**config.mk**
```make
export PLATFORM = sky130hd
export DESIGN_NAME = uart_rx
export DESIGN_NICKNAME = d
export VERILOG_FILES = /design/src/rtl/uart_pkg.sv /design/src/rtl/uart_rx_sync.sv /design/src/rtl/uart_rx.sv
export SDC_FILE = /design/constraint.sdc
export NUM_CORES = 1
export LEC_CHECK = 0
export ABC_AREA = 0
export CAP_MARGIN = 10
export CORE_ASPECT_RATIO = 1.4
export CORE_UTILIZATION = 55
export DETAILED_ROUTE_END_ITERATION = 16
export DONT_BUFFER_PORTS = 1
export PLACE_DENSITY = 0.74
export SYNTH_ARGS = -nofsm -noshare
export SYNTH_HDL_FRONTEND = slang
export SYNTH_SLANG_ARGS = --single-unit
```
**constraint.sdc**
```tcl
create_clock -name clk -period 1.6 [get_ports clk]
set_clock_uncertainty 0.15 [all_clocks]
set_input_delay 0.16 -clock clk [delete_from_list [all_inputs] [get_ports clk]]
set_output_delay 0.16 -clock clk [all_outputs]
set_load 0.01 [all_outputs]
```
**src/rtl/uart_pkg.sv**
```systemverilog
// Shared UART definitions used by the receiver, the transmitter and the baud generator.
package uart_pkg;

  localparam int UART_DATA_BITS  = 8;
  localparam int UART_OVERSAMPLE = 16;

  typedef enum logic [1:0] {
    RX_IDLE  = 2'd0,
    RX_START = 2'd1,
    RX_DATA  = 2'd2,
    RX_STOP  = 2'd3
  } rx_state_t;

endpackage

```
**src/rtl/uart_rx_sync.sv**
```systemverilog
// Two-flop synchroniser for the asynchronous rx line plus a tick-paced
// previous-sample flop used to find the falling edge of a start bit.
module uart_rx_sync (
  input  logic clk,
  input  logic rst_n,
  input  logic rx,
  input  logic rx_enb,
  output logic rx_s,
  output logic fall
);

  logic sync1_r;
  logic sync2_r;
  logic rx_prev_r;

  // Synchroniser chain and oversample-rate history; all reset to the idle level.
  always_ff @(posedge clk) begin
    if (!rst_n) begin
      sync1_r   <= 1'b1;
      sync2_r   <= 1'b1;
      rx_prev_r <= 1'b1;
    end else begin
      sync1_r <= rx;
      sync2_r <= sync1_r;
      if (rx_enb) begin
        rx_prev_r <= sync2_r;
      end else begin
        rx_prev_r <= rx_prev_r;
      end
    end
  end

  assign rx_s = sync2_r;
  // Qualified by rx_enb in the consumer; a level held low never looks like an edge.
  assign fall = rx_prev_r & ~sync2_r;

endmodule

```
**src/rtl/uart_rx.sv**
```systemverilog
// 8N1-style UART receiver: oversampled start detection, mid-bit sampling,
// registered done and frame-error pulses.
module uart_rx
  import uart_pkg::*;
#(
  parameter int OVERSAMPLE = UART_OVERSAMPLE,
  parameter int DATA_BITS  = UART_DATA_BITS
) (
  input  logic                 clk,
  input  logic                 rst_n,
  input  logic                 rx,
  input  logic                 rx_enb,
  output logic [DATA_BITS-1:0] doutrx,
  output logic                 donerx,
  output logic                 frame_err,
  output logic                 busy
);

  localparam int TICK_W = $clog2(OVERSAMPLE);
  localparam int BIT_W  = $clog2(DATA_BITS + 1);
  localparam logic [TICK_W-1:0] HALF_LAST = TICK_W'(OVERSAMPLE / 2 - 1);
  localparam logic [TICK_W-1:0] BIT_LAST  = TICK_W'(OVERSAMPLE - 1);
  localparam logic [BIT_W-1:0]  DATA_LAST = BIT_W'(DATA_BITS - 1);

  logic                 rx_s;
  logic                 fall_s;

  rx_state_t            state_r;
  rx_state_t            state_nxt;
  logic [TICK_W-1:0]    tick_cnt_r;
  logic [TICK_W-1:0]    tick_nxt;
  logic [BIT_W-1:0]     bit_cnt_r;
  logic [BIT_W-1:0]     bit_nxt;
  logic [DATA_BITS-1:0] shift_r;
  logic [DATA_BITS-1:0] shift_nxt;
  logic [DATA_BITS-1:0] doutrx_r;
  logic [DATA_BITS-1:0] dout_nxt;
  logic                 donerx_r;
  logic                 done_nxt;
  logic                 frame_err_r;
  logic                 ferr_nxt;
  logic                 busy_r;

  uart_rx_sync u_sync (
    .clk    (clk),
    .rst_n  (rst_n),
    .rx     (rx),
    .rx_enb (rx_enb),
    .rx_s   (rx_s),
    .fall   (fall_s)
  );

  // State, counters, shift register and registered outputs.
  always_ff @(posedge clk) begin
    if (!rst_n) begin
      state_r     <= RX_IDLE;
      tick_cnt_r  <= {TICK_W{1'b0}};
      bit_cnt_r   <= {BIT_W{1'b0}};
      shift_r     <= {DATA_BITS{1'b0}};
      doutrx_r    <= {DATA_BITS{1'b0}};
      donerx_r    <= 1'b0;
      frame_err_r <= 1'b0;
      busy_r      <= 1'b0;
    end else begin
      state_r     <= state_nxt;
      tick_cnt_r  <= tick_nxt;
      bit_cnt_r   <= bit_nxt;
      shift_r     <= shift_nxt;
      doutrx_r    <= dout_nxt;
      donerx_r    <= done_nxt;
      frame_err_r <= ferr_nxt;
      busy_r      <= (state_nxt != RX_IDLE);
    end
  end

  // Next-state and datapath decode; nothing moves except on an rx_enb tick.
  always_comb begin
    state_nxt = state_r;
    tick_nxt  = tick_cnt_r;
    bit_nxt   = bit_cnt_r;
    shift_nxt = shift_r;
    dout_nxt  = doutrx_r;
    done_nxt  = 1'b0;
    ferr_nxt  = 1'b0;
    if (rx_enb) begin
      case (state_r)
        RX_IDLE: begin
          if (fall_s) begin
            state_nxt = RX_START;
            tick_nxt  = {TICK_W{1'b0}};
          end else begin
            state_nxt = RX_IDLE;
          end
        end
        RX_START: begin
          if (tick_cnt_r == HALF_LAST) begin
            tick_nxt = {TICK_W{1'b0}};
            bit_nxt  = {BIT_W{1'b0}};
            if (!rx_s) begin
              state_nxt = RX_DATA;
            end else begin
              state_nxt = RX_IDLE;
            end
          end else begin
            tick_nxt = tick_cnt_r + TICK_W'(1);
          end
        end
        RX_DATA: begin
          if (tick_cnt_r == BIT_LAST) begin
            tick_nxt  = {TICK_W{1'b0}};
            shift_nxt = {rx_s, shift_r[DATA_BITS-1:1]};
            bit_nxt   = bit_cnt_r + BIT_W'(1);
            if (bit_cnt_r == DATA_LAST) begin
              state_nxt = RX_STOP;
            end else begin
              state_nxt = RX_DATA;
            end
          end else begin
            tick_nxt = tick_cnt_r + TICK_W'(1);
          end
        end
        RX_STOP: begin
          if (tick_cnt_r == BIT_LAST) begin
            // Leave at mid stop bit so a back-to-back start edge is not missed.
            tick_nxt  = {TICK_W{1'b0}};
            state_nxt = RX_IDLE;
            if (rx_s) begin
              dout_nxt = shift_r;
              done_nxt = 1'b1;
            end else begin
              ferr_nxt = 1'b1;
            end
          end else begin
            tick_nxt = tick_cnt_r + TICK_W'(1);
          end
        end
        default: begin
          state_nxt = RX_IDLE;
          tick_nxt  = {TICK_W{1'b0}};
          bit_nxt   = {BIT_W{1'b0}};
        end
      endcase
    end else begin
      state_nxt = state_r;
    end
  end

  assign doutrx    = doutrx_r;
  assign donerx    = donerx_r;
  assign frame_err = frame_err_r;
  assign busy      = busy_r;

endmodule

```
Word-level counts from Yosys, hierarchy flattened:

Index checks and enable logic that the tools add are counted.

* add/sub/neg operators: 2
* eq/ne operators: 9
* muxes and demuxes: 17
* bitwise operators: 2
* reduce and logical (&&, ||, !) cells: 9

Operators by type and width (number)
* $mux W4: 5
* $pmux W4 S3: 1
* $reduce_and A4 Y1: 3
* $mux W2: 5
* $add A4 B1 Y4 const B: 2
* $eq A4 B3 Y1 const B: 2
* $pmux W2 S4: 1
* $pmux W4 S2: 1
* $ne A2 B2 Y1 const B: 3
* $eq A2 B2 Y1 const B: 2
* $eq A4 B4 Y1 const B: 1
* $mux W1: 4
* $reduce_bool A2 Y1: 2
* $reduce_and A3 Y1: 1
* $eq A2 B1 Y1 const B: 1
* $logic_not A2 Y1: 1
* $reduce_and A2 Y1: 1
* $reduce_or A2 Y1: 1
* $and A1 B1 Y1: 1
* $not A1 Y1: 1

* bits in registers: 32
* bits of input ports: 4
* logic and storage cells: 50

Depth between registers and ports, before layout:

* depth after elaboration: 6
* gate-level depth with buffers: 7
* depth with buffers taken out: 5

By module:

From an unflattened synthesis, not the netlist that was laid out.

* cell total of the unflattened synthesis: 148
* area total of the unflattened synthesis: 1345.0 um2

Modules (own cells, without submodules)
* uart_rx: instances 1, cells each 140, area an instance 1252.5 um2
* uart_rx_sync: instances 1, cells each 8, area an instance 92.6 um2

Worst setup path before layout:

Ideal clock, no wire load.

* path kind: register -> register
* from: register tick_cnt_r[0]
* to: register doutrx_r[0], in the netlist doutrx[0]
* setup time: 117 ps
* data arrival time: 1441 ps
* slack: -108 ps
* cell stages (with the launch flop): 7
* buffers on the path: 1
* clock period less this slack: 1708 ps
* cells stage by stage: dfxtp_1 > ha_1 > buf_2 > and4_2 > nand4_2 > mux2i_1 > nor2b_1

* cells in the longest elaborated chain, start to end: 2

Ends and longest elaborated chain
* from (decl): line uart_rx.sv:30 `logic [TICK_W-1:0] tick_cnt_r;`
* from (signal assigned): line uart_rx.sv:57 `tick_cnt_r <= {TICK_W{1'b0}};`
* from (signal assigned): line uart_rx.sv:66 `tick_cnt_r <= tick_nxt;`
* $eq A4 B4 Y1: line uart_rx.sv:123 `if (tick_cnt_r == BIT_LAST) begin`
* $reduce_and A4 Y1 (no line)
* to (signal assigned): line uart_rx.sv:60 `doutrx_r <= {DATA_BITS{1'b0}};`
* to (signal assigned): line uart_rx.sv:69 `doutrx_r <= dout_nxt;`
* to (decl): line uart_rx.sv:36 `logic [DATA_BITS-1:0] doutrx_r;`

Every way passes these cells.
A chain may end at the register's enable or synchronous reset.

Final worst setup path:

* from: register tick_cnt_r[1]
* to: register shift_r[4]

* cells in the longest elaborated chain, start to end: 2

Ends and longest elaborated chain
* $eq A4 B4 Y1: line uart_rx.sv:109 `if (tick_cnt_r == BIT_LAST) begin`
* $reduce_and A3 Y1 (no line)
* to (signal assigned): line uart_rx.sv:59 `shift_r <= {DATA_BITS{1'b0}};`
* to (signal assigned): line uart_rx.sv:68 `shift_r <= shift_nxt;`
* to (decl): line uart_rx.sv:34 `logic [DATA_BITS-1:0] shift_r;`

Every way passes these cells.

==> results.md <==
- The run finished, with violations left.
- The checks that failed: negative setup slack.
- The top-level port count is 15.
- The number of rows created at floorplan is 21.
- The kind of start point of the critical path is a flop.
- The combined global-route utilization of all metal layers is 20.68%.
- The number of antenna diodes in the final layout is 0.
- Of the cells placed in the final design, the portion with a size suffix greater than 1 is a little under a quarter.
- At the worst endpoint, the required time is 1.68 ns.
- After layout, the design draws a total of 1.494 mW.
- Once detail routing completed, the nets flagged for antenna violations numbered 0.
- The worst setup path is captured at a flop.
- In this run, CTS created clock tree buffers numbering 5.
- Combinational cells account for ~3.7% of the total power.
- Yosys mapped a number of flops with a built-in enable equal to 0.
- In this design, the largest share of critical-path delay is due to simple AND/OR/NAND/NOR gates.
- For the worst setup path, the data arrival time is 1.70 ns.
- The number of clock sinks is 32.
- The synthesized area is 1401 um2.
- On the worst path, the slowest cell contributes a delay of 0.37 ns.
- The number of max-capacitance violations reported is 0.
- The first global-routing pass estimated 3.981 mm of wire.
- The worst slack at placement is -0.02592 ns.
- The maximum clock insertion buffer count is 2.
- Measured along the y axis, the die boundary spans 61.73 um.
- After layout, the worst setup slack is -0.01374 ns.
- Setup repair after global routing could not meet its margin everywhere.
- The clock tree from TritonCTS is built.
- Buffers placed on the I/O ports in this run total 0.
- For this design the total switching power over the nets is between 300 and 400 uW.
- The combined area of the multi-input logic cells is between 700 and 800 um2.
- The final instance area is 1670 um2.
- The number of warnings reported in the yosys synthesis log is 0.
- The initial DRC count is 8.
- The root buffer cell chosen for the clock tree is sky130_fd_sc_hd__clkbuf_4.
- The predominant post-synthesis flop cell is sky130_fd_sc_hd__dfxtp_1.
- The part of the total power dissipated in sequential elements is around 54%.
- The via count of the first global-routing pass is 918.
- The worst pin sits at a relative slew slack of 49.35%.
- Sequential elements use 45.71% of the synthesized area.
- The clock network fraction of design power is 42.5%.
- The total power per unit cell area is 894.7 nW/um2.
- Of the total power, the share spent switching nets is between 20% and 30%.
- The total of fill cells in the finished design is 181.
- The region available for standard cell placement spans about 2400 um2.
- The final total negative setup slack is -0.02273 ns.
- The number of endpoints with negative hold slack in the final report is 0.
- In this run the number of H-tree levels came out at 2.
- The routability-driven placement congestion ratio is 0.9043.
- The signal on the critical path passes through ha_4 > nand4_1 > nor3b_2 > buf_4 > mux2i_1 > nor2b_1.
- The detailed router placed between 1000 and 1500 vias in this run.
- The instance area after placement is 1510 um2.
- The worst setup path is of the flop to flop kind.
- The maximum clock frequency is 619.7 MHz.
- The final count of pins violating max slew is 0.
- Summed over its instances, the top area cell type makes up 45.71% of the synthesized netlist area.
- The routed design could run at a clock period as short as 1.614 ns.
- In this run the horizontal extent of the chip is ~45 um.
- The maximum ir drop on the vdd rail is 0.0009028 V.
- The async set-reset flop share out of synthesis is 0%.
- By count the netlist is led by sky130_fd_sc_hd__dfxtp_1, sky130_fd_sc_hd__nor2b_1, sky130_fd_sc_hd__mux2i_1, sky130_fd_sc_hd__nor2_1.
- Among all stages on the critical path, the largest delay is contributed by sky130_fd_sc_hd__dfxtp_2.
- Among all cell types in the netlist, the one instantiated most often is sky130_fd_sc_hd__dfxtp_1.
- The maximum fanout encountered on the critical timing path is 5.
- After detailed routing, the average wire length per cell comes to 14.10 um.
- Averaged over all synthesized cells, the footprint is 10.01 um2.
- The largest net degree at the start of global routing is 29.
- By area the synthesized netlist is led by sky130_fd_sc_hd__dfxtp_1, sky130_fd_sc_hd__mux2i_1, sky130_fd_sc_hd__nor2b_1, sky130_fd_sc_hd__a211oi_1, sky130_fd_sc_hd__nor2_1.
- The number of design rule violations left after detail routing is 0.
- Setup violations remaining at the end of the flow were counted as 3.
- Dividing the detail-routed via count by the number of cells gives 5.360.
- For the pin with the worst max-slew slack, the measured transition is 0.7597 ns.
- When the netlist entered floorplanning its net count stood at 146.
- The worst path uses 100.9% of the clock period.
- Relative to the synthesized area, the layout overhead comes to 19.20%.
- The number of antenna violations at the first check in global routing is 0.
- The post-synthesis cell type count is 33.
- After the last flow step, the layout net total stands at 160.
- The static leakage power is 0.6189 nW.
- The cell count after synthesis came out at 140.
- The floorplan step defined a die boundary enclosing 2757 um2.
- For this configuration, the core starts out at a cell density of 58.61%.
- The internal portion of the total power is 1.164 mW.
- Summed over all layers, the global routing overflow is 0.
- The sequential cell area is 644.4 um2.
- After legalization and detailed placement, the total HPWL measured ~1.8 mm.
- The type of the tightest min-delay check is input port to flop.
- The synthesis-stage register bit count is 32.
- The number of buffers and inverters on the critical path is 1.
- The clock latency at the later pin of the worst-skew pair is about 0.33 ns.
- The register clock-pin slew on the reported worst setup and hold paths is 0.11 ns.
- The final hold slack is approximately 0.014 ns.
- Summed over all layers, the routed wires come to ~2.7 mm.
- The cell type contributing the most total cell area after synthesis is sky130_fd_sc_hd__dfxtp_1.
- The number of optimization iterations in the first detailed-route pass is 4.
==> worst paths after layout <==
check	startpoint	endpoint	slack, ns	cells after the start
max reg2reg	tick_cnt_r[1]$_SDFFE_PN0P_	shift_r[4]$_SDFFE_PN0P_	-0.01	6
min reg2reg	u_sync.sync1_r$_SDFF_PN1_	u_sync.rx_s$_SDFF_PN1_	0.27	1
max	tick_cnt_r[1]$_SDFFE_PN0P_	shift_r[4]$_SDFFE_PN0P_	-0.01	6
min	rx_enb	state_r[0]$_SDFF_PN0_	0.01	3
==> power groups by stage <==
stage	Combinational, mW	Sequential (mW)	Clock (mW)
finish	0.0547	0.805	0.634
global route	0.0587	0.806	0.679
CTS	0.0532	0.805	0.652
detailed placement	0.0373	0.824	0
global placement	0.0371	0.823	0
floorplan	0.0355	0.825	0
==> cell type report <==
| type | count | area share (%) |
|---|---|---|
| multi-input combinational | 95 | 44.94 |
| sequential | 32 | 38.58 |
| timing repair buffer | 17 | 8.240 |
| clock inverter | 3 | 2.772 |
| tap | 34 | 2.547 |
| clock buffer | 5 | 2.247 |
| inverter | 3 | 0.6742 |
==> what timing repair did <==
action | 4_1_cts | 5_1_grt
setup buffers | 0 | 1
endpoints found under the hold margin | 32 | 0
endpoints found under the setup margin | 8 | 19
pin swaps | 1 | 2
hold buffers | 3 | 0
resized for setup | 1 | 7
==> layout by cell type, fill, tap and decap left out, types with 2 or more instances in the layout <==
master,n
sky130_fd_sc_hd__a211oi_2,3
sky130_fd_sc_hd__clkbuf_4,5
sky130_fd_sc_hd__nand3b_1,2
sky130_fd_sc_hd__inv_1,3
sky130_fd_sc_hd__nand2b_1,3
sky130_fd_sc_hd__nor3b_1,3
sky130_fd_sc_hd__buf_4,14
sky130_fd_sc_hd__o21a_1,3
sky130_fd_sc_hd__o31ai_1,2
sky130_fd_sc_hd__dfxtp_1,29
sky130_fd_sc_hd__mux2i_1,18
sky130_fd_sc_hd__nand3_1,5
sky130_fd_sc_hd__dlygate4sd3_1,2
sky130_fd_sc_hd__o21ai_0,3
sky130_fd_sc_hd__dfxtp_2,3
sky130_fd_sc_hd__nor2_1,8
sky130_fd_sc_hd__a41oi_1,2
sky130_fd_sc_hd__nand4_1,2
sky130_fd_sc_hd__xnor2_1,3
sky130_fd_sc_hd__nor2b_1,20
sky130_fd_sc_hd__nand2_1,3
==> cells by family (layout without fill, tap and decap cells) <==
group	Yosys count	count (layout)	synth area share, %
AND/OR/NAND/NOR	52	52	22.50
flip-flops	32	32	45.71
AO/OA/AOI/OAI	19	19	9.910
multiplexers	18	18	12.86
buffers and inverters	13	28	4.732
XOR/XNOR	4	4	2.500
adder cells (fa/ha/maj)	2	2	1.785
==> layer usage <==
layer | routed length (um) | global-route usage, % | part of all wire [%] | vias to the layer above
met5 | 0 | 0 | 0 | -
met4 | 57 | 11.69 | 2.1 | 0
met3 | 78 | 6.069 | 2.9 | 6
met2 | 1373 | 37.82 | 52 | 14
met1 | 1154 | 20.69 | 43 | 480
li1 | - | - | - | 513
==> tightest hold or removal path, stage by stage <==
cell	delay [ns]
sky130_fd_sc_hd__o21a_1	0.09
sky130_fd_sc_hd__o21ai_0	0.11
sky130_fd_sc_hd__nor2_1	0.11
==> metrics by stage <==
| stage | utilization [%] | std cells |
|---|---|---|
| after floorplan | - | 140 |
| after global placement | 63.16 | 177 |
| after detailed placement | 63.16 | 177 |
| after CTS | 68.13 | 188 |
| after global routing | 69.86 | 189 |
| final | 69.86 | 189 |
==> state kept, by name (all words and copies together) (netlist names) <==
name              count
bit_cnt_r             4
busy                  1
u_sync.rx_prev_r      1
donerx                1
u_sync.sync1_r        1
doutrx                8
u_sync.rx_s           1
state_r               2
tick_cnt_r            4
frame_err             1
shift_r               8
No activity file was read; power rests on OpenSTA's default activity.
